## config.mk

```make
export PLATFORM = sky130hd
export DESIGN_NAME = alu_arbiter
export DESIGN_NICKNAME = d
export VERILOG_FILES = /design/src/rtl/alu_arbiter.sv
export SDC_FILE = /design/constraint.sdc
export NUM_CORES = 1
export LEC_CHECK = 0
export CAP_MARGIN = 10
export CORE_ASPECT_RATIO = 1.4
export CORE_MARGIN = 4
export CORE_UTILIZATION = 47
export DETAILED_ROUTE_END_ITERATION = 7
export DONT_BUFFER_PORTS = 1
export PLACE_DENSITY_LB_ADDON = 0.25
export SLEW_MARGIN = 20
export SYNTH_ARGS = -nofsm -noshare
export SYNTH_HDL_FRONTEND = slang
export SYNTH_SLANG_ARGS = --single-unit
```

## constraint.sdc

```tcl
create_clock -name clk -period 1.58 [get_ports clk]
set_clock_uncertainty 0.2 [all_clocks]
set_input_delay 0.316 -clock clk [delete_from_list [all_inputs] [get_ports clk]]
set_output_delay 0.316 -clock clk [all_outputs]
set_load 0.005 [all_outputs]
```

## src/rtl/alu_arbiter.sv

```systemverilog
`timescale 1ns/1ps
`default_nettype none
// +--------------------------------------------------------------------------+
// | Module  : alu_arbiter                                                    |
// | Purpose : Round-robin arbiter and sequencer for a shared combinational   |
// |           ALU. Two requesters hand over (mode, A, B) through valid/ready.|
// |           The granted operation is registered, driven to the ALU for one |
// |           cycle, and the sampled result is returned with the requester   |
// |           ID over a response handshake that supports backpressure.       |
// | Ports   : clk, rst         - clock, synchronous active-high reset        |
// |           reqN_valid/ready - request handshake, requester N (0 or 1)     |
// |           reqN_mode/a/b    - requester N operation                       |
// |           alu_mode/a/b     - registered operands to the ALU              |
// |           alu_out/ovf/cout - ALU result and flags                        |
// |           rsp_valid/ready  - response handshake                          |
// |           rsp_id/data/ovf/cout - captured response                       |
// |           busy             - high whenever the FSM is not idle           |
// | Revision: 1.0 - initial release                                          |
// +--------------------------------------------------------------------------+
module alu_arbiter #(
  parameter int W      = 6,
  parameter int MODE_W = 3
) (
  input  logic              clk,
  input  logic              rst,
  input  logic              req0_valid,
  output logic              req0_ready,
  input  logic [MODE_W-1:0] req0_mode,
  input  logic [W-1:0]      req0_a,
  input  logic [W-1:0]      req0_b,
  input  logic              req1_valid,
  output logic              req1_ready,
  input  logic [MODE_W-1:0] req1_mode,
  input  logic [W-1:0]      req1_a,
  input  logic [W-1:0]      req1_b,
  output logic [MODE_W-1:0] alu_mode,
  output logic [W-1:0]      alu_a,
  output logic [W-1:0]      alu_b,
  input  logic [W-1:0]      alu_out,
  input  logic              alu_ovf,
  input  logic              alu_cout,
  output logic              rsp_valid,
  input  logic              rsp_ready,
  output logic              rsp_id,
  output logic [W-1:0]      rsp_data,
  output logic              rsp_ovf,
  output logic              rsp_cout,
  output logic              busy
);

  typedef enum logic [1:0] {
    ST_IDLE = 2'd0,
    ST_EXEC = 2'd1,
    ST_RESP = 2'd2
  } state_e;

  state_e              state_q;
  logic                prio_q;
  logic                id_q;
  logic [MODE_W-1:0]   mode_q;
  logic [W-1:0]        a_q;
  logic [W-1:0]        b_q;
  logic                rsp_valid_q;
  logic                rsp_id_q;
  logic [W-1:0]        rsp_data_q;
  logic                rsp_ovf_q;
  logic                rsp_cout_q;

  logic                w_gnt_any;
  logic                w_gnt_id;
  logic                w_accept;

  // A tie goes to the priority pointer; otherwise the lone valid requester
  // wins (req1_valid alone selects 1, req0_valid alone selects 0).
  always_comb begin
    w_gnt_any = req0_valid | req1_valid;
    w_gnt_id  = (req0_valid & req1_valid) ? prio_q : req1_valid;
    // Reset suppresses ready so a request seen during reset is never
    // considered accepted by the requester.
    w_accept  = !rst && (state_q == ST_IDLE) && w_gnt_any;
  end

  assign req0_ready = w_accept & ~w_gnt_id;
  assign req1_ready = w_accept &  w_gnt_id;

  always_ff @(posedge clk) begin
    if (rst) begin
      state_q     <= ST_IDLE;
      prio_q      <= 1'b0;
      id_q        <= 1'b0;
      mode_q      <= '0;
      a_q         <= '0;
      b_q         <= '0;
      rsp_valid_q <= 1'b0;
      rsp_id_q    <= 1'b0;
      rsp_data_q  <= '0;
      rsp_ovf_q   <= 1'b0;
      rsp_cout_q  <= 1'b0;
    end else begin
      case (state_q)
        ST_IDLE: begin
          // Operand registers load only here, so the ALU inputs never
          // change outside an acceptance.
          if (w_accept) begin
            mode_q  <= w_gnt_id ? req1_mode : req0_mode;
            a_q     <= w_gnt_id ? req1_a    : req0_a;
            b_q     <= w_gnt_id ? req1_b    : req0_b;
            id_q    <= w_gnt_id;
            state_q <= ST_EXEC;
          end
        end
        ST_EXEC: begin
          rsp_data_q  <= alu_out;
          rsp_ovf_q   <= alu_ovf;
          rsp_cout_q  <= alu_cout;
          rsp_id_q    <= id_q;
          rsp_valid_q <= 1'b1;
          state_q     <= ST_RESP;
        end
        ST_RESP: begin
          if (rsp_ready) begin
            rsp_valid_q <= 1'b0;
            prio_q      <= ~id_q;
            state_q     <= ST_IDLE;
          end
        end
        default: begin
          state_q <= ST_IDLE;
        end
      endcase
    end
  end

  assign alu_mode  = mode_q;
  assign alu_a     = a_q;
  assign alu_b     = b_q;
  assign rsp_valid = rsp_valid_q;
  assign rsp_id    = rsp_id_q;
  assign rsp_data  = rsp_data_q;
  assign rsp_ovf   = rsp_ovf_q;
  assign rsp_cout  = rsp_cout_q;
  assign busy      = (state_q != ST_IDLE);

endmodule
`default_nettype wire

```

==> results.txt <==
- The run finished, with violations left.
* Violations in the final reports: negative hold slack, negative setup slack
- Synth-to-layout area growth: 9.53%
- Buffers placed on the I/O ports in this run total 0.
* Yosys warning count: 0
* Biggest fanout along the worst timing path: 6
- After detailed routing, the average wire length per cell comes to roughly 18 um.
* Clock edge transition at the registers on the reported setup and hold paths: 0.06 ns
- Number of cells produced by synthesis: about 160
- Placeable core region: between 2000 and 3000 um2
- Of the available clock period, the critical path in the final layout requires 1.06.
* Peak clock frequency supported by timing: between 0.5 and 0.6 GHz
- The first global-routing pass estimated 5500 um of wire.
* Boundary Pins: 71
- Number of hold buffers added after CTS: 1
- The floorplan step set the die height to 72.1 um.
* Total Neg Setup Slack: -0.117 ns
* HPWL after detailed placement: 2540 um
- Max-cap violations in this run came to 0.
- Worst Hold Class: in2reg
- Ratio of cells with drive above 1 in the final layout: 0.164
* Die Wd: 53.8 um
* Worst reg2reg path startpoint: state_q[0]
- Post-Synthesis Net Count: between 200 and 250
* Max-slew violation total from the final report: 0
- Number of nets in the final layout: approximately 200
- Vias: between 1000 and 1500
* Category of the most critical setup path: reg2out
- The via count of the first global-routing pass was 1233.
* Post-DRT Antenna Nets: 0
- Final critical delay including setup and external delays: ~1.7 ns
* Detailed Route WL: 3470 um
* Syn_area_per_cell: 8.73 um2
- Routability-driven placement finished with a final weighted congestion of 0.693.
* Area of all sequential standard cells: 586 um2
- Startpoint of the most critical setup path: state_q[0]
- After layout, the worst setup slack is -0.100 ns.
- Sequential area share after synthesis: 0.421
* Number of buffers created by CTS: 5
- Initial antenna violation count: 0
* Via density: around 6.3
- Unrepaired setup endpoints after global routing: true
* M2 GR Usage: 0.327
- Number of remaining DRC errors: 0
- The floorplan step defined a die boundary enclosing around 3900 um2.
- Placement Rows: 23
* Starting density of the core: 0.484
- Slew at the pin with the worst max-slew slack: roughly 0.52 ns
* Max-Slew Margin vs Limit: 0.651
- After synthesis, the netlist uses 29 different library cells.
* Worst endpoint data arrival time: 1.16 ns
- Layout filler cell count: 263
- Clock insertion delay at the later pin of the skew report: 0.28 ns
- The library cell used most frequently in the layout, excluding fill and tap cells, is sky130_fd_sc_hd__dfxtp_1.
- Cell at the root of the clock tree: sky130_fd_sc_hd__clkbuf_8
- Power density of the placed cells: between 1000 and 1500 nW/um2
- In the global route stage, overall resource usage came out at 0.190.
- Hold Startpoint: rst
- Met1 usage in global routing: 0.195
* Number of DRC markers after the initial detailed-route iteration: 51
- The worst setup path is captured at an output pin.
- Number of iterations in the first detailed-routing pass: 4
- The global routing stage identified its most utilized layer as met2.
* CTS tree: built
* Post-route core utilization: 0.530
* Maximum buffer depth of the clock tree: 2
* Pin count of the biggest net entering global routing: 32
- Final Hold Violating Endpoints: 28
- CTS saw 29 sinks.
* Multi-input combinational cell area: 698 um2
* Worst endpoint required time: 1.06 ns
- Final global-route overflow total: 0
* Routing usage on met3: 0.0657
* Post-synthesis register bit count: 29
- The worst-case IR drop observed on VDD is between 0.7 and 0.8 mV.
* Antenna diode count: 0
- Hold Slack: -0.0977 ns
- Cell area after synthesis: 1380 um2
- Static leakage power: ~0.51 nW
- Type of element launching the critical path: flop
- In the layout the commonest cells are sky130_fd_sc_hd__dfxtp_1, sky130_fd_sc_hd__nand2_1, sky130_fd_sc_hd__nand3b_1.
* Endpoints failing setup: 2
* CTS HTree Levels: 2
[registers in the layout, summed over array words and instances (netlist names)]
name,count
state_q,2
alu_mode,3
prio_q,1
id_q,1
rsp_cout,1
rsp_id,1
alu_a,6
alu_b,6
rsp_ovf,1
rsp_valid,1
rsp_data,6
[cell families (layout without fill, tap and decap cells)]
group	count (synthesis)	count (layout)	share of synthesized area
DFF	29	29	0.421
buffers and inverters	20	21	0.0835
AOI/OAI and AO/OA	59	59	0.273
and+or+nand+nor	49	49	0.215
muxes	1	1	0.00726
[final cells by class]
cell class,count,area share
multi-input combinational,109,0.462
sequential,29,0.388
timing repair buffer,9,0.0530
clock buffer,6,0.0481
tap,37,0.0307
inverter,4,0.0116
clock inverter,2,0.00663
[routing by layer]
| metal | vias up | routed length (um) |
|---|---|---|
| li1 | 580 | - |
| met1 | 585 | 1240 |
| met2 | 61 | 1780 |
| met3 | 7 | 384 |
| met4 | 0 | 63 |
| met5 | - | 0 |
[power by group]
group	switching [W]	internal, W
registers	0.0000521	0.000796
logic	0.000148	0.000125
clock network	0.000263	0.000304
[stage by stage]
step	total power, W	instances	instance area, um2	setup slack (ns)
after floorplan	0.00108	158	1380	-0.0285
after global placement	0.00111	185	1390	0.152
after detailed placement	0.00113	185	1390	0.112
after CTS	0.00170	195	1490	-0.129
after global routing	0.00178	196	1510	-0.149
final	0.00169	196	1510	-0.100
[worst max-delay path, stage by stage (launching register included)]
cell and delay (ns):
sky130_fd_sc_hd__dfxtp_2 0.33, sky130_fd_sc_hd__nor2_4 0.13, sky130_fd_sc_hd__inv_4 0.07, sky130_fd_sc_hd__nor3_4 0.19, sky130_fd_sc_hd__o21a_4 0.16
[synthesized netlist by cell type]
cell / count / area, um2
sky130_fd_sc_hd__a21oi_1: 15 / 75.1
sky130_fd_sc_hd__a311oi_1: 15 / 131
sky130_fd_sc_hd__a31oi_1: 12 / 75.1
sky130_fd_sc_hd__buf_2: 5 / 25.0
sky130_fd_sc_hd__buf_4: 2 / 15.0
sky130_fd_sc_hd__buf_6: 3 / 33.8
sky130_fd_sc_hd__clkbuf_1: 5 / 18.8
sky130_fd_sc_hd__clkbuf_2: 1 / 5.00
sky130_fd_sc_hd__dfxtp_1: 29 / 581
sky130_fd_sc_hd__inv_1: 2 / 7.51
sky130_fd_sc_hd__inv_2: 1 / 3.75
sky130_fd_sc_hd__inv_4: 1 / 6.26
sky130_fd_sc_hd__mux2i_1: 1 / 10.0
sky130_fd_sc_hd__nand2_1: 19 / 71.3
sky130_fd_sc_hd__nand3b_1: 16 / 120
sky130_fd_sc_hd__nor2_1: 3 / 11.3
sky130_fd_sc_hd__nor2_4: 1 / 11.3
sky130_fd_sc_hd__nor2b_1: 2 / 12.5
sky130_fd_sc_hd__nor2b_4: 1 / 13.8
sky130_fd_sc_hd__nor3_1: 1 / 5.00
sky130_fd_sc_hd__nor3_4: 1 / 16.3
sky130_fd_sc_hd__nor4_1: 1 / 6.26
sky130_fd_sc_hd__o21a_4: 1 / 15.0
sky130_fd_sc_hd__o21ai_0: 15 / 75.1
sky130_fd_sc_hd__o21ai_1: 1 / 5.00
sky130_fd_sc_hd__or2_1: 1 / 6.26
sky130_fd_sc_hd__or2b_1: 1 / 7.51
sky130_fd_sc_hd__or3_1: 1 / 6.26
sky130_fd_sc_hd__or3b_2: 1 / 8.76
[path summary, 6_finish.rpt]
path | slack, ns | cells after the start | to
min | -0.1 | 1 | state_q[1]
max | -0.10 | 4 | req0_ready
min reg2reg | 0.27 | 2 | rsp_ovf
max reg2reg | 0.15 | 6 | alu_b[2]
[repair_timing]
action,4_1_cts,5_1_grt
setup endpoints to repair,2,3
setup buffers,1,2
gates cloned,0,0
resized for setup,2,3
endpoints found under the hold margin,28,28
pin swaps,1,3
Note: power is estimated with default switching activity, not from simulation.
